File: src/rtl/bypass_network_pkg.sv
// bypass_network_pkg: shared defaults, select encoding and tag entry type
package bypass_network_pkg;
    localparam int XLEN_DEF       = 32;
    localparam int STAGES_DEF     = 2;
    localparam int LATE_STAGE_DEF = 1;
    localparam logic [2:0] SEL_RF = 3'd0;
    typedef struct packed {
        logic       valid;
        logic [4:0] rd;
        logic       late;
    } tag_t;
endpackage

File: src/rtl/bypass_sel.sv
// bypass_sel: youngest-wins forwarding match and operand mux for one source
module bypass_sel
    import bypass_network_pkg::*;
#(
    parameter int XLEN       = XLEN_DEF,
    parameter int STAGES     = STAGES_DEF,
    parameter int LATE_STAGE = LATE_STAGE_DEF
) (
    input  logic [STAGES-1:0][$bits(tag_t)-1:0] tags,
    input  logic [4:0]                          src,
    input  logic [STAGES*XLEN-1:0]              stg_data,
    input  logic [XLEN-1:0]                     rf_data,
    output logic [XLEN-1:0]                     op,
    output logic [2:0]                          sel,
    output logic                                hazard
);
    tag_t t;
    always_comb begin
        op     = rf_data;
        sel    = SEL_RF;
        hazard = 1'b0;
        t      = '0;
        for (int i = STAGES - 1; i >= 0; i--) begin
            t = tag_t'(tags[i]);
            if (t.valid && t.rd == src && src != 5'd0) begin
                op     = stg_data[i*XLEN +: XLEN];
                sel    = 3'(i + 1);
                hazard = t.late && (i < LATE_STAGE);
            end
        end
    end
endmodule

File: src/rtl/bypass_network.sv
// bypass_network: destination tag pipeline, operand forwarding and load-use stall
module bypass_network
    import bypass_network_pkg::*;
#(
    parameter int XLEN       = XLEN_DEF,
    parameter int STAGES     = STAGES_DEF,
    parameter int LATE_STAGE = LATE_STAGE_DEF
) (
    input  logic                     clk,
    input  logic                     rst_n,
    input  logic                     adv,
    input  logic                     flush,
    input  logic [4:0]               ex_rd,
    input  logic                     ex_wen,
    input  logic                     ex_late,
    input  logic [STAGES*XLEN-1:0]   stg_data,
    input  logic [4:0]               id_rs1,
    input  logic [4:0]               id_rs2,
    input  logic [XLEN-1:0]          rf_rs1_data,
    input  logic [XLEN-1:0]          rf_rs2_data,
    output logic [XLEN-1:0]          op_a,
    output logic [XLEN-1:0]          op_b,
    output logic [2:0]               sel_a,
    output logic [2:0]               sel_b,
    output logic                     stall,
    output logic [15:0]              stall_cnt
);
    tag_t [STAGES-1:0] tags;
    logic haz_a, haz_b;
    always_ff @(posedge clk or negedge rst_n) begin
        if (!rst_n) begin
            tags <= '0;
        end else if (adv) begin
            tags[0] <= '{valid: ex_wen & ~flush & (ex_rd != 5'd0), rd: ex_rd, late: ex_late};
            for (int i = 1; i < STAGES; i++) tags[i] <= tags[i-1];
        end
    end
    bypass_sel #(.XLEN(XLEN), .STAGES(STAGES), .LATE_STAGE(LATE_STAGE)) u_sel_a (
        .tags(tags), .src(id_rs1), .stg_data(stg_data), .rf_data(rf_rs1_data),
        .op(op_a), .sel(sel_a), .hazard(haz_a)
    );
    bypass_sel #(.XLEN(XLEN), .STAGES(STAGES), .LATE_STAGE(LATE_STAGE)) u_sel_b (
        .tags(tags), .src(id_rs2), .stg_data(stg_data), .rf_data(rf_rs2_data),
        .op(op_b), .sel(sel_b), .hazard(haz_b)
    );
    assign stall = haz_a | haz_b;
    always_ff @(posedge clk or negedge rst_n) begin
        if (!rst_n) stall_cnt <= '0;
        else if (stall && stall_cnt != 16'hFFFF) stall_cnt <= stall_cnt + 16'd1;
    end
endmodule
File: config.mk
export PLATFORM = sky130hd
export DESIGN_NAME = bypass_network
export DESIGN_NICKNAME = d
export VERILOG_FILES = /design/src/rtl/bypass_network_pkg.sv /design/src/rtl/bypass_sel.sv /design/src/rtl/bypass_network.sv
export SDC_FILE = /design/constraint.sdc
export NUM_CORES = 1
export LEC_CHECK = 0
export ABC_AREA = 1
export CAP_MARGIN = 10
export CORE_ASPECT_RATIO = 1.2
export CORE_MARGIN = 2
export CORE_UTILIZATION = 38
export DETAILED_ROUTE_END_ITERATION = 7
export PLACE_DENSITY = 0.78
export SYNTH_ARGS = -nofsm -noshare
export SYNTH_HDL_FRONTEND = slang
export SYNTH_SLANG_ARGS = --single-unit
File: constraint.sdc
create_clock -name clk -period 1.8 [get_ports clk]
set_clock_uncertainty 0.1 [all_clocks]
set_input_delay 0.18 -clock clk [delete_from_list [all_inputs] [get_ports clk]]
set_output_delay 0.18 -clock clk [all_outputs]
set_load 0.005 [all_outputs]
==> results of run 1 <==
## metal layers
layer / global-route usage (%) / GRT overflow
met5: 34.31 / 0
met4: 65.71 / 1
met3: 74.24 / 0
met2: 90.63 / 0
met1: 80.11 / 0
## timing repair
action                                  CTS
buffers inserted                         99
gates cloned                             11
endpoints found under the setup margin   82
gates resized for setup                 499
pin swaps                                70
## stage by stage
stage | setup slack, ns | std cells
floorplan | 0.2206 | 735
global placement | -0.7025 | 1105
detailed placement | -0.6831 | 1105
CTS | -0.4521 | 1218
## kinds of logic after synthesis
logic type      share of synthesized area (%)
simple gates                            56.13
buf+inv                                 19.37
flops                                   18.97
compound gates                          2.813
xor+xnor                                2.290
fa+ha+maj                              0.3271
other cells                           0.09804
## Yosys cell counts (2+ instances only)
library cell,instances
inv_2,10
clkbuf_1,2
inv_1,123
nand3_1,157
a21oi_1,5
xor2_1,7
nand2_1,305
xnor2_1,3
buf_6,7
nand2_2,6
nand4_1,4
dfrtp_1,29
buf_2,25
buf_4,4
nor2_1,19
o21ai_0,12
nor2_2,8
==> metrics.yaml, run 1 <==
dpl-instance-area_sq_um: 6545
lastStage: "5_1_grt"
worst_endpoint_kind: "output port"
synth.top_cell.area_share_pct: 29.93
cts.path.max_buffers: 2
synth_area_per_cell_sq_um: 5.211
synth-seq-cells: 29
synth_edf_count: 0
io_pins: 236
ctsHoldBuffers: 0
grt-worst-endpoint: "op_b[19]"
place_congestion: 0.9079
dieHeight_um: 113.9
syn_area_sq_um: 3825
seq_area_frac_synth_pct: 18.97
grt_start_max_net_pins: 30
place.port_buffers: 233
place_hpwl_mm: 13.06
post_synth_num_cell_types: 25
stop_error: "[ERROR GRT-0232] Routing congestion too high. Check the congestion heatmap in the GUI."
cts-htree-levels: 2
synthTopCellsByArea: "nand2_1, nand3_1, dfrtp_1"
cts_sinks: 29
yosysWarnings: 0
yosys.area.top_type: "nand2_1"
rows: 40
cts_root_buf: "clkbuf_16"
initial_core_util_pct: 38.60
grt_antenna_before_repair: 4
grt_overflow: 1
synth_flop_cell: "dfrtp_1"
grtUsageTotal_pct: 78.64
status: "stopped before the end"
cts_buffers: 5
syn_inst: 734
synthArstFlopShare_pct: 100.0
die_w_um: 95.59
==> run 2: changes to the inputs <==
--- a/config.mk
+++ b/config.mk
@@ -7,11 +7,10 @@
 export LEC_CHECK = 0
 export ABC_AREA = 1
 export CAP_MARGIN = 10
-export CORE_ASPECT_RATIO = 1.2
 export CORE_MARGIN = 2
-export CORE_UTILIZATION = 38
+export CORE_UTILIZATION = 27
 export DETAILED_ROUTE_END_ITERATION = 7
-export PLACE_DENSITY = 0.78
+export PLACE_DENSITY_LB_ADDON = 0.15
 export SYNTH_ARGS = -nofsm -noshare
 export SYNTH_HDL_FRONTEND = slang
 export SYNTH_SLANG_ARGS = --single-unit
==> run 2 against run 1 <==
The flow now finishes, with violations (setup timing). Synthesized cell count stayed put. Area after synthesis stayed put.
==> metrics.yaml, run 2 <==
status: "finished with violations"  # was stopped before the end
violations: "setup timing"
worstPathMaxFanout: 5
syn_inst: 734  # unchanged
startpoint_type: "flop"
cts_sinks: 29  # unchanged
critPathRequiredTime_ns: 1.52
drtAntennaViolNets: 0
grt_start_max_net_pins: 33
synth-seq-cells: 29  # unchanged
dieHeight_um: 123.0  # was 113.9 um
cts_tree: "yes"
synth_area_per_cell_sq_um: 5.211  # unchanged
yosys.area.top_type: "nand2_1"  # unchanged
rsz0062_at_grt: "yes"
io_pins: 236  # unchanged
cts-htree-levels: 2  # unchanged
drc: 0
synth_edf_count: 0  # unchanged
drt_iter0_markers: 337
dpl-instance-area_sq_um: 6507  # was 6545 sq um
n_fill_cell: 1306
netlist_top_cells_count: "nand2_1, nand3_1, inv_1"  # unchanged
grt_pass1_wl_mm: 28.34
min_path_type: "input port to asynchronous set/reset pin"
synth.top_cell.area_share_pct: 29.93  # unchanged
die_w_um: 123.0  # was 95.59 um
rows: 43  # was 40
largest_reg_flops: 16
fin_crit_sh_pct: 128.5
seq_area_sq_um: 725.7
place_congestion: 0.8726  # was 0.9079
cts_root_buf: "clkbuf_16"  # unchanged
synth_flop_cell: "dfrtp_1"  # unchanged
post_synth_num_cell_types: 25  # unchanged
period_minus_slack_ns: 2.313
slew_violations: 0
final_cell_mix: "nand2_1, clkdlybuf4s50_1, inv_1, nand3_1, nand3_2"
cp.arrival_ns: 2.03
seq_area_frac_synth_pct: 18.97  # unchanged
cap_violations: 0
peakVddDrop_v: 0.0004696
vias: 5969
setup_slack_ns: -0.5128
core_area_sq_um: 13880
cts_buffers: 5  # unchanged
grt_overflow: 0
grt_antenna_before_repair: 0
layout_commonest_cell: "nand2_1"
avgRoutedWirePerCell_um: 16.75
top_register: "stall_cnt"
yosysMostFrequentCell: "nand2_1"  # unchanged
crit_type: "flop to output pin"
final_nets: 1230
synthArstFlopShare_pct: 100.0  # unchanged
cts.path.max_buffers: 2  # unchanged
max_freq_mhz: 432.4
first_pass_iters: 4
setup_viol: 83
area_growth_syn_to_layout_pct: 123.7
grtUsageTotal_pct: 23.83
place_hpwl_mm: 12.86  # was 13.06 mm
viasPerCell: 4.730
dieArea_sq_um: 15130
multi_input_area_sq_um: 3119
crit_path_end_kind: "output pin"
clkLatencyLatePin_ns: 0.28
grt_pass1_vias: 5380
p_leak_nw: 4.519
syn_area_sq_um: 3825  # unchanged
place.port_buffers: 233  # unchanged
path_clk_slew_ns: 0.05
yosysWarnings: 0  # unchanged
synthTopCellsByArea: "nand2_1, nand3_1, dfrtp_1"  # unchanged
finalHoldViolCount: 0
drive_gt1_share_pct: 35.15
reg.largest.list: "stall_cnt x16, tags x13"
wl_mm: 21.14
initial_core_util_pct: 27.56  # was 38.60%
finalCoreUtilization_pct: 61.65
stdcell_area_sq_um: 8558
p_per_area_nw_per_um2: 371.9
[run 2: cell counts after synthesis]
No cell type changed its count.
[run 2: final timing paths]
path                       depth (start not counted)                        end                       from  slack, ns
max                                               13                   op_b[15]       tags[11]$_DFFE_PN0P_      -0.51
min reg2reg                                        2  stall_cnt[15]$_DFFE_PN0P_  stall_cnt[15]$_DFFE_PN0P_       0.42
max in group asynchronous                          2       tags[11]$_DFFE_PN0P_                      rst_n       1.10
min                                                2   stall_cnt[3]$_DFFE_PN0P_                      rst_n       0.20
max reg2reg                                       14  stall_cnt[11]$_DFFE_PN0P_        tags[3]$_DFFE_PN0P_      -0.11
min in group clk                                   3        tags[0]$_DFFE_PN0P_                    ex_late       0.35
[run 2: cell type report]
class / count / share of cell area (%)
repair buffers: 375 / 44.68
multi-input cells: 536 / 36.45
flip-flops and latches: 29 / 8.480
inverters: 133 / 5.950
well taps: 180 / 2.632
clock buffers: 6 / 1.623
clock inverters: 2 / 0.1608
diodes: 1 / 0.02924
[run 2: cell families after synthesis]
logic type | after synthesis | synth area share, %
other | 1 | 0.09804
AND/OR/NAND/NOR | 502 | 56.13
XOR/XNOR | 10 | 2.290
buffers and inverters | 171 | 19.37
adder cells (fa/ha/maj) | 1 | 0.3271
AO/OA/AOI/OAI | 20 | 2.813
flip-flops | 29 | 18.97
[run 2: metrics by stage]
step           power [mW]  std cells  TNS [ns]  hold slack [ns]  setup slack (ns)
2_1_floorplan       1.153        735         0          -0.2156            0.2206
3_3_place_gp        1.907       1145    -51.45           0.4204           -0.7004
4_1_cts             2.992       1207    -32.10           0.2061           -0.6354
6_report            3.182       1262    -28.60           0.1969           -0.5128
3_5_place_dp        1.907       1145    -52.46           0.4121           -0.7054
5_1_grt             3.364       1261    -35.81           0.2318           -0.5980
[run 2: worst max-delay path: stages, from the launching register on]
cell	delay, ns
dfrtp_1	0.40
inv_2	0.08
a21oi_2	0.16
nand3_2	0.12
nor2_4	0.17
buf_6	0.12
buf_6	0.11
buf_12	0.12
buf_6	0.10
buf_6	0.09
nand3_2	0.06
nand3_2	0.06
nand2_1	0.04
buf_2	0.12
[run 2: routing by layer]
metal	GRT usage, %	routed length [um]
met1	29.70	8518
met2	41.57	10540
met3	5.627	1601
met4	5.469	482
met5	0	0
[run 2: report_power, final]
| group | leakage, nW | switching [mW] | internal, mW |
|---|---|---|---|
| clock | 0.0768 | 0.306 | 0.549 |
| combinational | 4.06 | 0.717 | 0.879 |
| sequential | 0.384 | 0.0403 | 0.692 |
[run 2: what timing repair did]
action / 4_1_cts / 5_1_grt
endpoints found under the setup margin: 83 / 86
setup buffers: 45 / 57
gates resized for setup: 273 / 240
pin swaps: 45 / 83
hold buffers: 0 / 0
gates cloned: 10 / 8
Power figures use the tool's default switching activity.
